## src/rtl/bip_debug_unit_if.sv

```systemverilog
// Interface bundling the UART byte link, CPU control and data-memory debug port
// of the BIP debug sequencer. The debug unit connects through the master modport;
// the UART, CPU and data memory side connects through the slave modport.
//
// Handshake semantics (one rule for every strobe here): rx_done, tx_start and
// tx_done are single-cycle pulses that qualify the data sampled in that same
// cycle. There is no back-pressure. A new tx_start is issued only after the
// tx_done of the previous byte. dm_rd is answered by dm_data one cycle later.
interface bip_debug_unit_if #(
    parameter int AB = 11,
    parameter int DB = 16
);
    logic [7:0]    rx_data;
    logic          rx_done;
    logic [7:0]    tx_data;
    logic          tx_start;
    logic          tx_done;
    logic          cpu_en;
    logic          halt;
    logic [AB-1:0] pc;
    logic [DB-1:0] acc;
    logic          dbg_own;
    logic [AB-1:0] dm_addr;
    logic          dm_rd;
    logic [DB-1:0] dm_data;

    modport master (
        input  rx_data, rx_done, tx_done, halt, pc, acc, dm_data,
        output tx_data, tx_start, cpu_en, dbg_own, dm_addr, dm_rd
    );

    modport slave (
        output rx_data, rx_done, tx_done, halt, pc, acc, dm_data,
        input  tx_data, tx_start, cpu_en, dbg_own, dm_addr, dm_rd
    );
endinterface

```

## src/rtl/bip_debug_unit.sv

```systemverilog
// UART-driven debug sequencer for the BIP accumulator CPU.
// It gates CPU execution with cpu_en through three commands:
//   'R' runs until halt.
//   'S' executes a single step.
//   'D' dumps only, with no execution.
// After each command it owns the data-memory read port and streams a status frame:
//   CNT, PC, ACC, then MEM[0..DUMP_DEPTH-1], each field big-endian.
// Optional macro DBG_CHECKSUM_EN appends an XOR checksum byte to the frame.
module bip_debug_unit #(
    parameter int AB         = 11,
    parameter int DB         = 16,
    parameter int DUMP_DEPTH = 16
) (
    input  logic               clk,
    input  logic               reset,
    bip_debug_unit_if.master   bus,
    output logic [2:0]         dbg_state_o
);
    localparam int HDR_LEN = 6;
    localparam int MEM_END = HDR_LEN + 2 * DUMP_DEPTH;
`ifdef DBG_CHECKSUM_EN
    localparam int FRAME_LEN = MEM_END + 1;
`else
    localparam int FRAME_LEN = MEM_END;
`endif
    localparam int BW = $clog2(FRAME_LEN + 1);
    localparam logic [BW-1:0] HDR_B = BW'(HDR_LEN);
    localparam logic [BW-1:0] MEM_B = BW'(MEM_END);
    localparam logic [BW-1:0] LEN_B = BW'(FRAME_LEN);

    typedef enum logic [2:0] {
        S_IDLE, S_RUN, S_STEP, S_LATCH, S_SEND, S_WAIT, S_MEMRD, S_MEMCAP
    } state_t;

    state_t        state_q, state_d;
    logic [15:0]   cnt_q, cnt_d;
    logic [47:0]   hdr_q, hdr_d;
    logic [15:0]   word_q, word_d;
    logic [BW-1:0] byte_idx_q, byte_idx_d;
    logic [AB-1:0] word_idx_q, word_idx_d;
    logic          cpu_en_q, cpu_en_d;
    logic          tx_start_q, tx_start_d;
    logic [7:0]    tx_data_q, tx_data_d;
    logic          dm_rd_q, dm_rd_d;
    logic [AB-1:0] dm_addr_q, dm_addr_d;
    logic          dbg_own_q, dbg_own_d;
    logic [7:0]    cur_byte;
    logic          in_mem;
`ifdef DBG_CHECKSUM_EN
    logic [7:0]    csum_q, csum_d;
`endif

    // Byte index inside the memory section. An odd index is the low byte of a word.
    assign in_mem = (byte_idx_q >= HDR_B) && (byte_idx_q < MEM_B);

    // Select the frame byte addressed by byte_idx_q.
    always_comb begin
        cur_byte = 8'h00;
        if (byte_idx_q < HDR_B) begin
            case (byte_idx_q[2:0])
                3'd0:    cur_byte = hdr_q[47:40];
                3'd1:    cur_byte = hdr_q[39:32];
                3'd2:    cur_byte = hdr_q[31:24];
                3'd3:    cur_byte = hdr_q[23:16];
                3'd4:    cur_byte = hdr_q[15:8];
                default: cur_byte = hdr_q[7:0];
            endcase
        end else if (in_mem) begin
            cur_byte = byte_idx_q[0] ? word_q[7:0] : word_q[15:8];
        end
`ifdef DBG_CHECKSUM_EN
        else begin
            cur_byte = csum_q;
        end
`endif
    end

    // Cycle counter: counts enabled CPU cycles, saturating at 0xFFFF.
    always_comb begin
        cnt_d = cnt_q;
        if (cpu_en_q && (cnt_q != 16'hFFFF)) cnt_d = cnt_q + 16'd1;
    end

    // Next-state and registered-output logic of the sequencer.
    always_comb begin
        state_d    = state_q;
        cpu_en_d   = 1'b0;
        dbg_own_d  = dbg_own_q;
        tx_start_d = 1'b0;
        tx_data_d  = tx_data_q;
        dm_rd_d    = 1'b0;
        dm_addr_d  = '0;
        byte_idx_d = byte_idx_q;
        word_idx_d = word_idx_q;
        hdr_d      = hdr_q;
        word_d     = word_q;
`ifdef DBG_CHECKSUM_EN
        csum_d     = csum_q;
`endif
        case (state_q)
            S_IDLE: begin
                if (bus.rx_done) begin
                    case (bus.rx_data)
                        8'h52: begin
                            if (bus.halt) begin
                                state_d = S_LATCH;
                            end else begin
                                state_d  = S_RUN;
                                cpu_en_d = 1'b1;
                            end
                        end
                        8'h53: begin
                            state_d  = S_STEP;
                            cpu_en_d = 1'b1;
                        end
                        8'h44:   state_d = S_LATCH;
                        default: state_d = S_IDLE;
                    endcase
                end
            end
            S_RUN: begin
                if (bus.halt || (bus.rx_done && (bus.rx_data == 8'h48))) begin
                    state_d = S_LATCH;
                end else begin
                    cpu_en_d = 1'b1;
                end
            end
            S_STEP: state_d = S_LATCH;
            S_LATCH: begin
                hdr_d      = {cnt_q, 16'(bus.pc), 16'(bus.acc[DB-1:0])};
                byte_idx_d = '0;
                word_idx_d = '0;
                dbg_own_d  = 1'b1;
`ifdef DBG_CHECKSUM_EN
                csum_d     = 8'h00;
`endif
                state_d    = S_SEND;
            end
            S_SEND: begin
                tx_data_d  = cur_byte;
                tx_start_d = 1'b1;
                byte_idx_d = byte_idx_q + 1'b1;
                // The word index advances once its low byte has gone out.
                if (in_mem && byte_idx_q[0]) word_idx_d = word_idx_q + 1'b1;
`ifdef DBG_CHECKSUM_EN
                csum_d     = csum_q ^ cur_byte;
`endif
                state_d    = S_WAIT;
            end
            S_WAIT: begin
                if (bus.tx_done) begin
                    if (byte_idx_q == LEN_B) begin
                        dbg_own_d = 1'b0;
                        state_d   = S_IDLE;
                    end else if (in_mem && !byte_idx_q[0]) begin
                        dm_rd_d   = 1'b1;
                        dm_addr_d = word_idx_q;
                        state_d   = S_MEMRD;
                    end else begin
                        state_d   = S_SEND;
                    end
                end
            end
            S_MEMRD:  state_d = S_MEMCAP;
            S_MEMCAP: begin
                word_d  = 16'(bus.dm_data[DB-1:0]);
                state_d = S_SEND;
            end
            default: state_d = S_IDLE;
        endcase
    end

    // State, datapath and output registers, cleared asynchronously by reset.
    always_ff @(posedge clk or negedge reset) begin
        if (!reset) begin
            state_q    <= S_IDLE;
            cnt_q      <= '0;
            hdr_q      <= '0;
            word_q     <= '0;
            byte_idx_q <= '0;
            word_idx_q <= '0;
            cpu_en_q   <= 1'b0;
            tx_start_q <= 1'b0;
            tx_data_q  <= '0;
            dm_rd_q    <= 1'b0;
            dm_addr_q  <= '0;
            dbg_own_q  <= 1'b0;
`ifdef DBG_CHECKSUM_EN
            csum_q     <= '0;
`endif
        end else begin
            state_q    <= state_d;
            cnt_q      <= cnt_d;
            hdr_q      <= hdr_d;
            word_q     <= word_d;
            byte_idx_q <= byte_idx_d;
            word_idx_q <= word_idx_d;
            cpu_en_q   <= cpu_en_d;
            tx_start_q <= tx_start_d;
            tx_data_q  <= tx_data_d;
            dm_rd_q    <= dm_rd_d;
            dm_addr_q  <= dm_addr_d;
            dbg_own_q  <= dbg_own_d;
`ifdef DBG_CHECKSUM_EN
            csum_q     <= csum_d;
`endif
        end
    end

    assign bus.cpu_en   = cpu_en_q;
    assign bus.tx_start = tx_start_q;
    assign bus.tx_data  = tx_data_q;
    assign bus.dm_rd    = dm_rd_q;
    assign bus.dm_addr  = dm_addr_q;
    assign bus.dbg_own  = dbg_own_q;
    assign dbg_state_o  = state_q;
endmodule

```

## src/flat_wrapper.sv

```systemverilog
// flat-port wrapper written by rule: the top's interface ports become plain ports
module bip_debug_unit_flat 
#(
    parameter int AB         = 11,
    parameter int DB         = 16,
    parameter int DUMP_DEPTH = 16
)
  (clk, reset, dbg_state_o, bus_rx_data, bus_rx_done, bus_tx_done, bus_halt, bus_pc, bus_acc, bus_dm_data, bus_tx_data, bus_tx_start, bus_cpu_en, bus_dbg_own, bus_dm_addr, bus_dm_rd);
  bip_debug_unit_if #(.AB(AB), .DB(DB)) bus_i ();
  input  logic clk;
  input  logic reset;
  output logic [2:0] dbg_state_o;
  input wire logic [$bits(bus_i.rx_data)-1:0] bus_rx_data;
  input wire logic [$bits(bus_i.rx_done)-1:0] bus_rx_done;
  input wire logic [$bits(bus_i.tx_done)-1:0] bus_tx_done;
  input wire logic [$bits(bus_i.halt)-1:0] bus_halt;
  input wire logic [$bits(bus_i.pc)-1:0] bus_pc;
  input wire logic [$bits(bus_i.acc)-1:0] bus_acc;
  input wire logic [$bits(bus_i.dm_data)-1:0] bus_dm_data;
  output wire logic [$bits(bus_i.tx_data)-1:0] bus_tx_data;
  output wire logic [$bits(bus_i.tx_start)-1:0] bus_tx_start;
  output wire logic [$bits(bus_i.cpu_en)-1:0] bus_cpu_en;
  output wire logic [$bits(bus_i.dbg_own)-1:0] bus_dbg_own;
  output wire logic [$bits(bus_i.dm_addr)-1:0] bus_dm_addr;
  output wire logic [$bits(bus_i.dm_rd)-1:0] bus_dm_rd;
  assign bus_i.rx_data = bus_rx_data;
  assign bus_i.rx_done = bus_rx_done;
  assign bus_i.tx_done = bus_tx_done;
  assign bus_i.halt = bus_halt;
  assign bus_i.pc = bus_pc;
  assign bus_i.acc = bus_acc;
  assign bus_i.dm_data = bus_dm_data;
  assign bus_tx_data = bus_i.tx_data;
  assign bus_tx_start = bus_i.tx_start;
  assign bus_cpu_en = bus_i.cpu_en;
  assign bus_dbg_own = bus_i.dbg_own;
  assign bus_dm_addr = bus_i.dm_addr;
  assign bus_dm_rd = bus_i.dm_rd;
  bip_debug_unit #(.AB(AB), .DB(DB), .DUMP_DEPTH(DUMP_DEPTH)) u_core (.clk(clk), .reset(reset), .bus(bus_i), .dbg_state_o(dbg_state_o));
endmodule
```

## config.mk

```make
export PLATFORM = sky130hd
export DESIGN_NAME = bip_debug_unit_flat
export DESIGN_NICKNAME = d
export VERILOG_FILES = /design/src/rtl/bip_debug_unit_if.sv /design/src/rtl/bip_debug_unit.sv /design/src/flat_wrapper.sv
export SDC_FILE = /design/constraint.sdc
export NUM_CORES = 1
export LEC_CHECK = 0
export CAP_MARGIN = 30
export CORE_MARGIN = 3
export CORE_UTILIZATION = 54
export CTS_CLUSTER_DIAMETER = 30
export DETAILED_ROUTE_END_ITERATION = 16
export MAX_ROUTING_LAYER = met4
export PLACE_DENSITY = 0.8
export SYNTH_ARGS = -nofsm -noshare
export SYNTH_HDL_FRONTEND = slang
export SYNTH_SLANG_ARGS = --single-unit
```

## constraint.sdc

```tcl
create_clock -name clk -period 2.28 [get_ports clk]
set_input_delay 0.456 -clock clk [delete_from_list [all_inputs] [get_ports clk]]
set_output_delay 0.456 -clock clk [all_outputs]
set_load 0.005 [all_outputs]
```

==> metrics list <==
- Sequential cells were found to cover between 50% and 60% of the synthesized design area.
- In this run the number of H-tree levels came out at 4.
* Status: completed
* Gr usage total: 24.2%
- Clock latency on the worst-skew pair, taken at its later pin, is 510 ps.
- Power per unit of standard cell area: 1090 nW/um^2
- Setup violations remaining at the end of the flow were counted as 0.
- Cells fill 71.7% of the core in the end.
- Walking the worst path, the cells encountered are clkdlybuf4s50_1.
- The repair_antennas step left the layout with diodes totalling 0.
- Non-filler cells in the finished layout: 783
- For this design the top-level I/O count stands at 82.
* Die Y: 107 um
- Summing all placed instances gives a cell area of 6450 um^2.
* FFs w/ async S/R, synth: 100%
* Post-route clock period utilization: ~94%
- The worst setup path is captured at an output port.
- After synthesis, the cell types taking the most area are dfrtp_1 (54%), nand2_1 (11%), mux2_2 (4.5%), xnor2_1 (2.4%), and2_1 (1.7%).
- CTS placed an instance of clkbuf_8 at the clock tree root.
- The detailed router placed between 4000 and 5000 vias in this run.
* Initial antenna violation count: 0
* Arrival time worst endpoint: between 1500 and 2000 ps
* Cell total after placement: 750
- Across the routed clock network, the largest skew measured is 10.7 ps.
- Slew HR: 36.2%
- Lkg Pwr: slightly above 3 nW
* Post-synthesis cell type count: 60
- Detailed-route DRC error count: 0
* Final worst-path setup slack: 140 ps
- The die is 107 um wide.
- The startpoint identified for the worst hold timing path is bus_pc[5].
- The first global-routing pass estimated 21.4 mm of wire.
* Count of buffer and inverter cells on the critical path: 1
- In this design, the stage delay of the slowest critical-path cell is 590 ps.
- Among all flip-flop cells after synthesis, the most frequent one is dfrtp_1.
- Required @ worst endpoint: between 1500 and 2000 ps
* Layout net count: 700
- Signed area change from the synthesized netlist to the final layout: 28.4%
- Averaged over all synthesized cells, the footprint is 9.97 um^2.
- Worst-path fanout max: 13
- CP Launch Point: u_core.dbg_state_o[1]$_DFFE_PN0P_
- Sum of negative setup slack: 0 ps
- Clock buffer depth: 2
* TritonCTS clock tree: done
* Maximum number of pins on one net before global-route repair: 57
* IO Port Bufs: 81
* Post-layout instance area: 7080 um^2
- The first routing iteration left roughly 260 violations.
- The min-delay analysis places its worst path in the category in2reg.
- Number of buffers created by CTS: 17
- Yosys warns: 0
- Timing would allow up to about 470 MHz.
- The number of pins exceeding their max-slew limit in the final report was 0.
- Detailed placer's ending HPWL: roughly 8.5 mm
* Kind of start point of the critical path: register
- Final hold slack: about 470 ps
- CP top delay family: buffers and inverters
- The region available for standard cell placement spans 9860 um^2.
* Number of sinks driven by the clock tree: 118
- Summing all multi-input logic gate instances after layout gives 2380 um^2.
* Cell area after synthesis: 5510 um^2
- Buffer count from post-CTS setup fixing: 0
- Worst R2R Start: u_core.byte_idx_q[0]$_DFFE_PN0P_
- Maximum capacitance violations: 0
- Among all stages on the critical path, the largest delay is contributed by clkdlybuf4s50_1.
- In the final routed layout, each cell accounts on average for between 15 and 20 um.
- Using the TritonRoute via totals, the vias-per-cell ratio works out to between 5 and 6.
- Synthesis produced a netlist with a net count of 616.
- Post-route total power: slightly below 8 mW
- For this block, the routed nets add up to 12.9 mm of wire.
* First-pass iteration count of the detailed router: 5
* Largest area contributor in the netlist: dfrtp_1
- The die covers ~11000 um^2.
* Sequential Area: 2950 um^2
- The setup path with the least slack is of type reg2out.
* Initial core utilization: 55.9%
* Unrepaired setup endpoints after global routing: no
- Fraction of layout instances using a drive strength above 1: between 10% and 20%
* Worst Tran Pin Value: 957 ps
- Fillers: roughly 710
- At the end of routability-driven placement, the weighted congestion stood at 0.853.
- Final Critical Period: 2140 ps
- Vias in the first global route: 4353
- The hold violation count in the final report was 0.
- Placement-stage worst setup slack: ~94 ps
- The detail route stage leaves a number of antenna-violating nets equal to 0.
- In this run the core area contains 36 standard-cell rows.
- Peak VDD IR: 0.661 mV
- Count of flip-flops with a built-in enable after synthesis: 0
- After global routing the overflow that remains totals 0.
* Share of the synthesized area in the top cell type: 53.6%
- After synthesis the netlist holds a flip-flop and latch count of 118.
* Clock transition at the register clock pins on the worst setup and hold paths after CTS: 60 ps
* Synthesized instance count: around 550
==> path summary, 6_finish.rpt <==
path	slack (ps)	to	depth (start not counted)
worst max-delay path	140	dbg_state_o[1]	1
worst min-delay path	470	u_core.hdr_q[21]$_DFFE_PN0P_	3
worst max register to register	190	u_core.bus.tx_data[5]$_DFFE_PN0P_	7
worst min register to register	470	u_core.hdr_q[2]$_DFFE_PN0P_	2
max in group asynchronous	1040	u_core.cnt_q[1]$_DFFE_PN0P_	3
min in group asynchronous	500	u_core.word_q[12]$_DFFE_PN0N_	2
==> worst register-to-register path: cells and delay by family, from the launching register on <==
| family | cells | cell delay [ps] |
|---|---|---|
| compound gates | 2 | 360 |
| flops | 1 | 390 |
| simple gates | 2 | 290 |
| buf+inv | 2 | 330 |
| fa+ha+maj | 1 | 590 |
==> final cells by class <==
type	instances	share of cell area, %
timing repair buffer	96	13.2
tap	133	2.35
clock buffer	21	6.63
inverter	8	0.424
sequential	118	41.7
clock inverter	11	2.05
multi-input combinational	396	33.6
==> logic make-up after synthesis <==
family                   Yosys count  share of synthesized area [%]
multiplexers                      30                           5.95
AND/OR/NAND/NOR                  255                           21.8
adder cells (fa/ha/maj)            7                           1.59
buffers and inverters             39                           3.31
XOR/XNOR                          15                           2.38
flip-flops                       118                           53.6
AO/OA/AOI/OAI                     89                           11.4
==> where the power goes <==
group	internal (mW)	total [mW]	switching [mW]
clock network	1.78	2.74	0.957
logic	1.09	2.30	1.21
registers	2.42	2.71	0.284
==> registers in the layout, indices dropped and copies added, names as in the netlist, 3 cells and up <==
register and cells:
u_core.byte_idx_q 6, u_core.bus.tx_data 8, u_core.word_idx_q 11, u_core.bus.dm_addr 11, u_core.word_q 16, u_core.cnt_q 16
u_core.dbg_state_o 3, u_core.hdr_q 43
==> layout by cell type (no fill, tap or decap), types with 10 or more instances in the layout <==
cell             instances
nand2_1                159
dfrtp_1                118
clkdlybuf4s50_1         80
mux2_2                  22
o21ai_0                 18
a21oi_1                 18
clkbuf_16               16
and2_1                  15
xnor2_1                 15
nand3_1                 14
buf_4                   14
nor2_1                  13
o211ai_1                10
==> routing by layer <==
metal / track usage, % / vias up / wire length, um
li1: - / 2104 / -
met1: 31.9 / 2187 / 5730
met2: 37.3 / 121 / 6340
met3: 5.84 / 14 / 697
met4: 7.40 / 0 / 163
met5: - / - / 0
==> cells in the mapped netlist, types with 9 or more instances <==
library cell    n
o211ai_1       10
a21oi_1        18
xnor2_1        15
clkbuf_1       20
mux2_2         22
nand3_1        14
nor2_1         13
o21ai_0        18
and2_1         15
nand2_1       159
dfrtp_1       118
nand4_1         9
==> what timing repair did <==
action | CTS | global route
gates resized for setup | 0 | 0
hold buffers | 1 | 0
hold endpoints to repair | 46 | 0
(Power assumes the default switching activity.)
